[config.mk]
export PLATFORM = sky130hd
export DESIGN_NAME = pipe_skid_reg
export DESIGN_NICKNAME = d
export VERILOG_FILES = /design/src/rtl/pipe_skid_reg_pkg.sv /design/src/rtl/pipe_skid_reg_sat_cnt.sv /design/src/rtl/pipe_skid_reg.sv
export SDC_FILE = /design/constraint.sdc
export NUM_CORES = 1
export LEC_CHECK = 0
export ABC_AREA = 0
export CAP_MARGIN = 40
export CORE_MARGIN = 2
export CORE_UTILIZATION = 45
export DETAILED_ROUTE_END_ITERATION = 8
export PLACE_DENSITY = 0.83
export SYNTH_ARGS = -nofsm -noshare
export SYNTH_HDL_FRONTEND = slang
export SYNTH_SLANG_ARGS = --single-unit
[constraint.sdc]
create_clock -name clk -period 1.9 [get_ports clk]
set_input_delay 0.475 -clock clk [delete_from_list [all_inputs] [get_ports clk]]
set_output_delay 0.475 -clock clk [all_outputs]
set_load 0.01 [all_outputs]
[src/rtl/pipe_skid_reg_pkg.sv]
// Shared definitions for the pipe_skid_reg block: default widths, the
// occupancy-state encoding, and the reset/stall polarity constants.
package pipe_skid_reg_pkg;

   // Default field and counter widths.
   localparam int DEF_PC_W   = 32;
   localparam int DEF_INST_W = 32;
   localparam int DEF_SIDE_W = 8;
   localparam int DEF_CNT_W  = 16;

   // Reset is active-high.
   localparam logic RST_ENABLE = 1'b1;

   // Back-pressure indication used to drive the stall counter.
   localparam logic STOP    = 1'b1;
   localparam logic NO_STOP = 1'b0;

   // Buffer occupancy: EMPTY = 0 entries, ONE = 1 entry, FULL = 2 entries.
   typedef enum logic [1:0] {
      EMPTY = 2'd0,
      ONE   = 2'd1,
      FULL  = 2'd2
   } skid_state_t;

endpackage

[src/rtl/pipe_skid_reg_sat_cnt.sv]
// Saturating up-counter: counts cycles with inc=1 and holds at all-ones.
module sat_cnt
   import pipe_skid_reg_pkg::*;
#(
   parameter int CNT_W = DEF_CNT_W
) (
   input  logic             clk,
   input  logic             rst,
   input  logic             inc,
   output logic [CNT_W-1:0] cnt
);

   localparam logic [CNT_W-1:0] CNT_ONE = {{(CNT_W-1){1'b0}}, 1'b1};
   localparam logic [CNT_W-1:0] CNT_MAX = {CNT_W{1'b1}};

   // Count up on inc, stop at the maximum value, clear on reset.
   always_ff @(posedge clk) begin
      if (rst == RST_ENABLE) begin
         cnt <= '0;
      end else if (inc && (cnt != CNT_MAX)) begin
         cnt <= cnt + CNT_ONE;
      end else begin
         cnt <= cnt;
      end
   end

endmodule

[src/rtl/pipe_skid_reg.sv]
// Two-entry skid buffer between pipeline stages. Head and tail storage and
// the occupancy FSM live here; outputs come straight from registers, and
// the head is kept zero whenever the buffer is empty so a bubble is a NOP.
module pipe_skid_reg
   import pipe_skid_reg_pkg::*;
#(
   parameter int PC_W   = DEF_PC_W,
   parameter int INST_W = DEF_INST_W,
   parameter int SIDE_W = DEF_SIDE_W,
   parameter int CNT_W  = DEF_CNT_W
) (
   input  logic              clk,
   input  logic              rst,
   input  logic              flush,
   input  logic              in_valid,
   output logic              in_ready,
   input  logic [PC_W-1:0]   in_pc,
   input  logic [INST_W-1:0] in_inst,
   input  logic [SIDE_W-1:0] in_side,
   output logic              out_valid,
   input  logic              out_ready,
   output logic [PC_W-1:0]   out_pc,
   output logic [INST_W-1:0] out_inst,
   output logic [SIDE_W-1:0] out_side,
   output logic [CNT_W-1:0]  stall_cnt
);

   localparam int D_W = PC_W + INST_W + SIDE_W;

   skid_state_t    state;
   skid_state_t    state_nxt;
   logic [D_W-1:0] head;
   logic [D_W-1:0] tail;
   logic [D_W-1:0] head_nxt;
   logic [D_W-1:0] tail_nxt;
   logic [D_W-1:0] in_beat;
   logic           push;
   logic           pop;
   logic           stall;

   assign in_beat = {in_pc, in_inst, in_side};
   assign push    = in_valid && in_ready;
   assign pop     = out_valid && out_ready;
   assign stall   = (out_valid && !out_ready) ? STOP : NO_STOP;

   // Head is zero while empty, so the output fields are a direct slice.
   assign out_pc   = head[D_W-1 -: PC_W];
   assign out_inst = head[SIDE_W +: INST_W];
   assign out_side = head[SIDE_W-1:0];

   // Next occupancy and storage contents; flush empties and clears everything.
   always_comb begin
      state_nxt = state;
      head_nxt  = head;
      tail_nxt  = tail;
      if (flush) begin
         state_nxt = EMPTY;
         head_nxt  = '0;
         tail_nxt  = '0;
      end else begin
         case (state)
            EMPTY: begin
               if (push) begin
                  state_nxt = ONE;
                  head_nxt  = in_beat;
               end else begin
                  state_nxt = EMPTY;
               end
            end
            ONE: begin
               if (push && pop) begin
                  state_nxt = ONE;
                  head_nxt  = in_beat;
               end else if (push) begin
                  state_nxt = FULL;
                  tail_nxt  = in_beat;
               end else if (pop) begin
                  state_nxt = EMPTY;
                  head_nxt  = '0;
               end else begin
                  state_nxt = ONE;
               end
            end
            FULL: begin
               // in_ready is low while FULL, so only a pop can occur here.
               if (pop) begin
                  state_nxt = ONE;
                  head_nxt  = tail;
                  tail_nxt  = '0;
               end else begin
                  state_nxt = FULL;
               end
            end
            default: begin
               state_nxt = EMPTY;
               head_nxt  = '0;
               tail_nxt  = '0;
            end
         endcase
      end
   end

   // State/storage registers; handshake flags are registered from the next state.
   always_ff @(posedge clk) begin
      if (rst == RST_ENABLE) begin
         state     <= EMPTY;
         head      <= '0;
         tail      <= '0;
         out_valid <= 1'b0;
         in_ready  <= 1'b1;
      end else begin
         state     <= state_nxt;
         head      <= head_nxt;
         tail      <= tail_nxt;
         out_valid <= (state_nxt != EMPTY);
         in_ready  <= (state_nxt != FULL);
      end
   end

   sat_cnt #(
      .CNT_W (CNT_W)
   ) u_stall_cnt (
      .clk (clk),
      .rst (rst),
      .inc (stall),
      .cnt (stall_cnt)
   );

endmodule
==> results.ini, run 1 <==
[route]
vias = 7565
ant_nets = 0
wire_per_inst_um = 17.2
drt_drc_violations_left = 0
via_per_inst = 6.05
finalWirelength_mm = 21.6
dr.pass1.iters = 6
dr.first_iter.drc_count = 583

[cts]
clock_latency_ns = 0.42
clock-sinks = 164
cts_hold_buf = 0
root_buffer = clkbuf_16
post_cts_buffers = 0
cts_buffers = 17
cts_buffer_depth = 2
htree_levels = 4
cts_tree = done
path_clk_slew_ns = 0.06

[floorplanning]
floorplan.initialDensity_pct = 45.4
die_area_sq_mm = 0.0176
ios = 167
rows = 47
die_x_um = 133
core-area_sq_mm = 0.0164
die_h_um = 133

[finish]
register_area_sq_mm = 0.00331
multiInputGateArea_sq_mm = 0.00370
final_layout_size_suffix_gt1_share_pct = 10.5
n_antenna_cell = 0
fill_cells = 1363
areaGrowthSynthToFinish_pct = 37.3
nets = 1096

[status]
status = finished, final reports clean

[logic_synthesis]
ys_seq_area_share_pct = 44.1
synth_fa_ha_area_share_pct = 0.168
async_flop_share_pct = 0
synthSimpleGateAreaFrac_pct = 18.5
synth-seq-cells = 164
syn_area_sq_mm = 0.00745
synth_top_family_by_area = compound AO/OA/AOI/OAI gates
syn_inst = 877
synth_xor_area_share_pct = 0.235
synth_edf_count = 0
syn-num-nets = 955
synth_cell_type_count = 50
synth_compound_area_share_pct = 26.2
synth.area.top_cells = dfxtp_1, o21ai_0, a21oi_1
avgSynthCellArea_sq_um = 8.49
yosysTopAreaCellShare_pct = 44.1
synth_area_leader_cell = dfxtp_1
synth_warnings = 0
synthMuxAreaShare_pct = 3.78
synthFlopType = dfxtp_1

[timing]
setup_violations = 0
report.final.slew_viol_count = 0
max_freq_mhz = 543
rsz0062_at_grt = false
skew_ns = 0.00680
min_period_over_period_pct = 96.9
hold_viol_final = 0
worst_slew_pin_slew_ns = 0.424
fin_tns_setup_ns = 0
period_needed_ns = 1.84
relSlewSlack_pct = 71.7
layout_setup_ws_ns = 0.0580

[worst_setup_path]
cp.required_ns = 1.42
crit_path_end_kind = output port
cp_cell_sequence = clkdlybuf4s50_1
path_class = reg2out
start_kind = flip-flop
critical_path.top_delay_family = buffers and inverters
cpPeakStageDelay_ns = 0.56
crit_buf_inv = 1
path_max_fanout = 2
cp.arrival_ns = 1.37
slowest_stage = clkdlybuf4s50_1

[grt]
globalRouteOverflowTotal = 0
antenna_found_initial = 0
grt_pass1_vias = 6857
track_usage_pct = 23.7
grt_pass1_wl_mm = 34.4
grt_max_degree = 58

[place]
io_buffers = 166
place_congestion = 0.810
hpwlAfterDp_mm = 13.9
dp_slack_ns = -0.364

[power_and_ir_drop]
power_density_mw_per_mm2 = 811
ir_drop_mv = 0.631
leakagePower_nw = 3.57

[worst_hold_path]
hold_path_class = reg2reg

[flow_run]
cap_viol_max_count = 0

cells by family after synthesis:
logic type                 count (synthesis)
DFF                                      164
and+or+nand+nor                          238
AOI/OAI and AO/OA                        322
xor gates and xnor gates                   2
muxes                                     28
buffers and inverters                    122
adders and majority gates                  1
worst register-to-register path: stages, from the launching register on:
cell	delay, ns
dfxtp_4	0.43
nor2_1	0.23
mux2i_4	0.37
buf_4	0.30
o21ai_0	0.14
a21oi_1	0.13
cell usage in the layout, fill, tap and decap left out, types with 3 or more instances in the layout:
cell	count
or3_1	5
o31ai_1	5
a21oi_4	3
clkbuf_1	5
nand2_1	33
and2_1	4
clkbuf_16	17
nor2b_1	3
a21oi_1	110
o32ai_1	26
buf_4	30
nor2_1	82
clkdlybuf4s50_1	161
nand4_1	4
or4_1	30
dlymetal6s2s_1	5
o21ai_1	7
o21ai_0	116
nand4b_1	46
dfxtp_1	149
nor3_1	4
clkbuf_8	3
dfxtp_2	13
mux2i_1	26
inv_1	30
nand3_1	6
a221oi_1	45
buf_12	17
state kept, by name, indices dropped and copies added, names as in the netlist:
signal,count
head,72
out_valid,1
state,2
u_stall_cnt.cnt,16
in_ready,1
tail,72
final timing paths:
path	start	endpoint	slack, ns	cells after the start
max	head[23]	out_inst[15]	0.06	1
min	tail[38]	tail[38]	0.47	2
max reg2reg	state[1]	head[58]	0.24	5
min reg2reg	tail[38]	tail[38]	0.47	2
power breakdown:
| group | total (mW) | internal, mW | switching, mW |
|---|---|---|---|
| clock | 3.42 | 2.04 | 1.37 |
| combinational | 1.25 | 0.606 | 0.643 |
| sequential | 3.63 | 3.56 | 0.0703 |
repair_timing:
| action | CTS | global route |
|---|---|---|
| pin swaps | 0 | 1 |
| setup endpoints to repair | 8 | 24 |
| hold endpoints to repair | 0 | 0 |
| gates resized for setup | 8 | 12 |
layout make-up:
type | count | area share [%]
timing repair buffer | 214 | 22.0
clock buffer | 25 | 4.75
tap | 220 | 2.69
sequential | 164 | 32.3
clock inverter | 7 | 0.930
inverter | 30 | 1.10
multi-input combinational | 591 | 36.2
cell usage after synthesis (2+ instances only):
| library cell | instances |
|---|---|
| inv_1 | 30 |
| a21oi_4 | 2 |
| nand4b_1 | 46 |
| nor2b_1 | 4 |
| buf_4 | 3 |
| or4_1 | 30 |
| dfxtp_1 | 164 |
| nor3_1 | 4 |
| o21ai_1 | 7 |
| and4_1 | 2 |
| clkbuf_1 | 59 |
| and2_1 | 6 |
| nor4_1 | 2 |
| buf_6 | 4 |
| o31ai_1 | 5 |
| mux2i_1 | 27 |
| nand2_1 | 34 |
| a221oi_1 | 45 |
| nand4_1 | 4 |
| nand3_1 | 6 |
| a21oi_1 | 111 |
| buf_1 | 7 |
| buf_2 | 19 |
| or3_1 | 5 |
| o21ai_0 | 116 |
| nand2b_1 | 2 |
| o32ai_1 | 26 |
| nor2_1 | 84 |
| nand4_2 | 2 |
stage by stage:
step	hold slack [ns]	util [%]	instance area [sq um]	cells	power (mW)
2_1_floorplan	0.445	-	7450	877	4.27
3_3_place_gp	0.454	58.5	9600	1218	4.92
3_5_place_dp	0.464	58.6	9620	1219	4.94
4_1_cts	0.473	62.2	10200	1251	8.33
5_1_grt	0.482	62.3	10200	1251	8.60
6_report	0.470	62.3	10200	1251	8.29
metal layers:
layer | global-route usage, % | vias to the layer above | share of wire [%]
met5 | 0 | - | 0
met4 | 8.24 | 0 | 2.0
met3 | 5.71 | 42 | 7.5
met2 | 38.5 | 344 | 48
met1 | 30.8 | 3645 | 43
li1 | - | 3534 | -
Power figures use the tool's default switching activity.
==> inputs of run 2 (changes only) <==
--- a/config.mk
+++ b/config.mk
@@ -6,6 +6,7 @@
 export NUM_CORES = 1
 export LEC_CHECK = 0
 export ABC_AREA = 0
+export ABC_CLOCK_PERIOD_IN_PS = 1700
 export CAP_MARGIN = 40
 export CORE_MARGIN = 2
 export CORE_UTILIZATION = 45
==> constraint.sdc (replaced) <==
create_clock -name clk -period 1.7 [get_ports clk]
set_input_delay 0.425 -clock clk [delete_from_list [all_inputs] [get_ports clk]]
set_output_delay 0.425 -clock clk [all_outputs]
set_load 0.01 [all_outputs]
==> run 2 against run 1 <==
  * Final cell count is 0.64% higher
  * Routed wire length up 1.2%
  * Via count about the same
  * Global-route usage increased by 0.83 points
  * Clock power up 26%
  * Critical path depth rose by 5
  * Worst hold slack improved by 0.0019 ns
  * Flip-flop and latch count stayed put
  * Non-clock buffer count is 8 higher
  * Total power is 16% higher
  * Combinational power is 5% higher
  * Clock skew decreased by 0.00077 ns
  * Largest cell class unchanged
  * Largest power group is now clock
  * Highest routed layer unchanged
==> results.ini, run 2 (synthesis results as in run 1) <==
[place]
place_congestion = 0.802  ; -0.94%
hpwlAfterDp_mm = 13.9  ; about the same
io_buffers = 166  ; unchanged
dp_slack_ns = -0.552  ; -0.188 ns
post-place-cells = 1224  ; +0.41%

[finish]
final_cell_mix = dfxtp_1, o21ai_0, a21oi_1
top_regs = head (72), tail (72), u_stall_cnt.cnt (16)
layoutNonFillerInstCount = 1259  ; +0.64%
nets = 1104  ; +0.73%
final_layout_size_suffix_gt1_share_pct = 11.6  ; +1.2 points
areaGrowthSynthToFinish_pct = 37.7
n_antenna_cell = 0  ; unchanged
final_common_cell = dfxtp_1

[grt]
gr-usage-met3_pct = 5.63  ; -0.077 points
grt_pass1_wl_mm = 35.7  ; +4.0%
track_usage_pct = 24.5  ; +0.83 points
grt_max_degree = 58  ; unchanged
antenna_found_initial = 0  ; unchanged
globalRouteMet1Util_pct = 32.1  ; +1.3 points
top_usage_layer = met2
globalRouteOverflowTotal = 0  ; unchanged
met2_usage_pct = 39.9  ; +1.4 points
grt_pass1_vias = 7071  ; +3.1%

[floorplanning]
die_area_sq_mm = 0.0176  ; unchanged
ios = 167  ; unchanged
rows = 47  ; unchanged
floorplan.initialDensity_pct = 45.4  ; unchanged
die_h_um = 133  ; unchanged
core-area_sq_mm = 0.0164  ; unchanged
die_x_um = 133  ; unchanged

[timing]
report.final.slew_viol_count = 0  ; unchanged
hold_viol_final = 0  ; unchanged
setup_violations = 0  ; unchanged
layout_setup_ws_ns = 0.0637  ; +0.00574 ns
period_needed_ns = 1.64
skew_ns = 0.00603  ; -0.000773 ns
worst_slew_pin_slew_ns = 0.378  ; -0.0462 ns
max_freq_mhz = 611
min_period_over_period_pct = 96.3
relSlewSlack_pct = 74.8  ; +3.1 points

[worst_hold_path]
hold_path_depth = 2  ; unchanged
hold_path_class = reg2reg

[worst_setup_path]
path_class = reg2reg
r2r_cells = 6  ; +1
start_kind = flip-flop
path_max_fanout = 5  ; +3
cp.required_ns = 2.02  ; +0.60 ns
crit_path_end_kind = flip-flop
cp.arrival_ns = 1.95  ; +0.58 ns

[route]
vias = 7561  ; -0.053%
dr.first_iter.drc_count = 696  ; +19%
dr.pass1.iters = 5  ; -1
via_per_inst = 6.01  ; -0.69%
wire_per_inst_um = 17.3  ; +0.53%
ant_nets = 0  ; unchanged
finalWirelength_mm = 21.8  ; +1.2%
drt_drc_violations_left = 0  ; unchanged

[cts]
path_clk_slew_ns = 0.06  ; about the same
root_buffer = clkbuf_16
cts_buffers = 17  ; unchanged
cts_tree = done
cts_buffer_depth = 2  ; unchanged
htree_levels = 4  ; unchanged
clock-sinks = 164  ; unchanged
clock_latency_ns = 0.43  ; about the same

[flow_run]
cap_viol_max_count = 0  ; unchanged

[power_and_ir_drop]
ir_drop_mv = 0.744  ; +18%
leakagePower_nw = 3.96  ; +11%
power_density_mw_per_mm2 = 942  ; +16%
p_total_mw = 9.66  ; +16%

[status]
status = finished, final reports clean

[run 2: cell count changes in the layout (fill, tap and decap cells not counted), sizes merged]
cell	delta
clkinv	+3
dlymetal6s2s	-4
clkinvlp	-1
buf	+8
bufinv	+3
clkbuf	-5
dlygate4sd2	+91
clkdlybuf4s50	-87
[run 2: timing repair]
action	CTS	global route
buffers inserted	0	3
gates resized for setup	105	6
endpoints found under the setup margin	174	28
pin swaps	0	2
hold buffers	0	0
[run 2: routing by layer]
layer,part of all wire (%),wire length [um]
met3,6.8,1480
met2,48,10400
met4,2.5,554
met5,0,0
met1,43,9350
[run 2: power breakdown]
part | leakage [nW] | switching [mW] | internal, mW
registers | 1.34 | 0.0723 | 3.97
logic | 2.30 | 0.719 | 0.596
clock network | 0.321 | 1.61 | 2.69
[run 2: path summary, 6_finish.rpt]
kind / start / to / slack [ns]
min: tail[52] / tail[52] / 0.47
max reg2reg: u_stall_cnt.cnt[0] / u_stall_cnt.cnt[6] / 0.06
max: u_stall_cnt.cnt[0] / u_stall_cnt.cnt[6] / 0.06
min reg2reg: tail[52] / tail[52] / 0.47
[run 2: area by class of cell]
cell class              count  area, sq um
clock buffers              20          457
clock inverters            12          200
fillers                  1386         6150
inverters                  30          113
multi-input cells         591         3700
flip-flops and latches    164         3310
well taps                 220          275
repair buffers            222         2190
[run 2: worst max-delay path: stages (launching register included)]
cell and delay, ns:
dfxtp_2 0.36, ha_2 0.19, nand3_2 0.13, nor4_4 0.37, buf_4 0.17, nor4_1 0.04, mux2_2 0.27
[run 2: metrics by stage]
step           util [%]  cell area [sq um]  TNS (ns)  hold WS (ns)
3_5_place_dp       58.8               9650    -68.63         0.463
5_1_grt            62.5              10300   -0.0841         0.486
2_1_floorplan         -               7450         0         0.445
6_report           62.5              10300         0         0.472
3_3_place_gp       58.7               9640    -62.44         0.455
4_1_cts            62.3              10200  -0.00450         0.473
==> inputs of run 3 (changes only) <==
--- a/config.mk
+++ b/config.mk
@@ -11,6 +11,7 @@
 export CORE_MARGIN = 2
 export CORE_UTILIZATION = 45
 export DETAILED_ROUTE_END_ITERATION = 8
+export HOLD_SLACK_MARGIN = 0.15
 export PLACE_DENSITY = 0.83
 export SYNTH_ARGS = -nofsm -noshare
 export SYNTH_HDL_FRONTEND = slang
==> results of run 3 <==
Same layout as run 2: the final DEF is identical, and so are final timing and power.
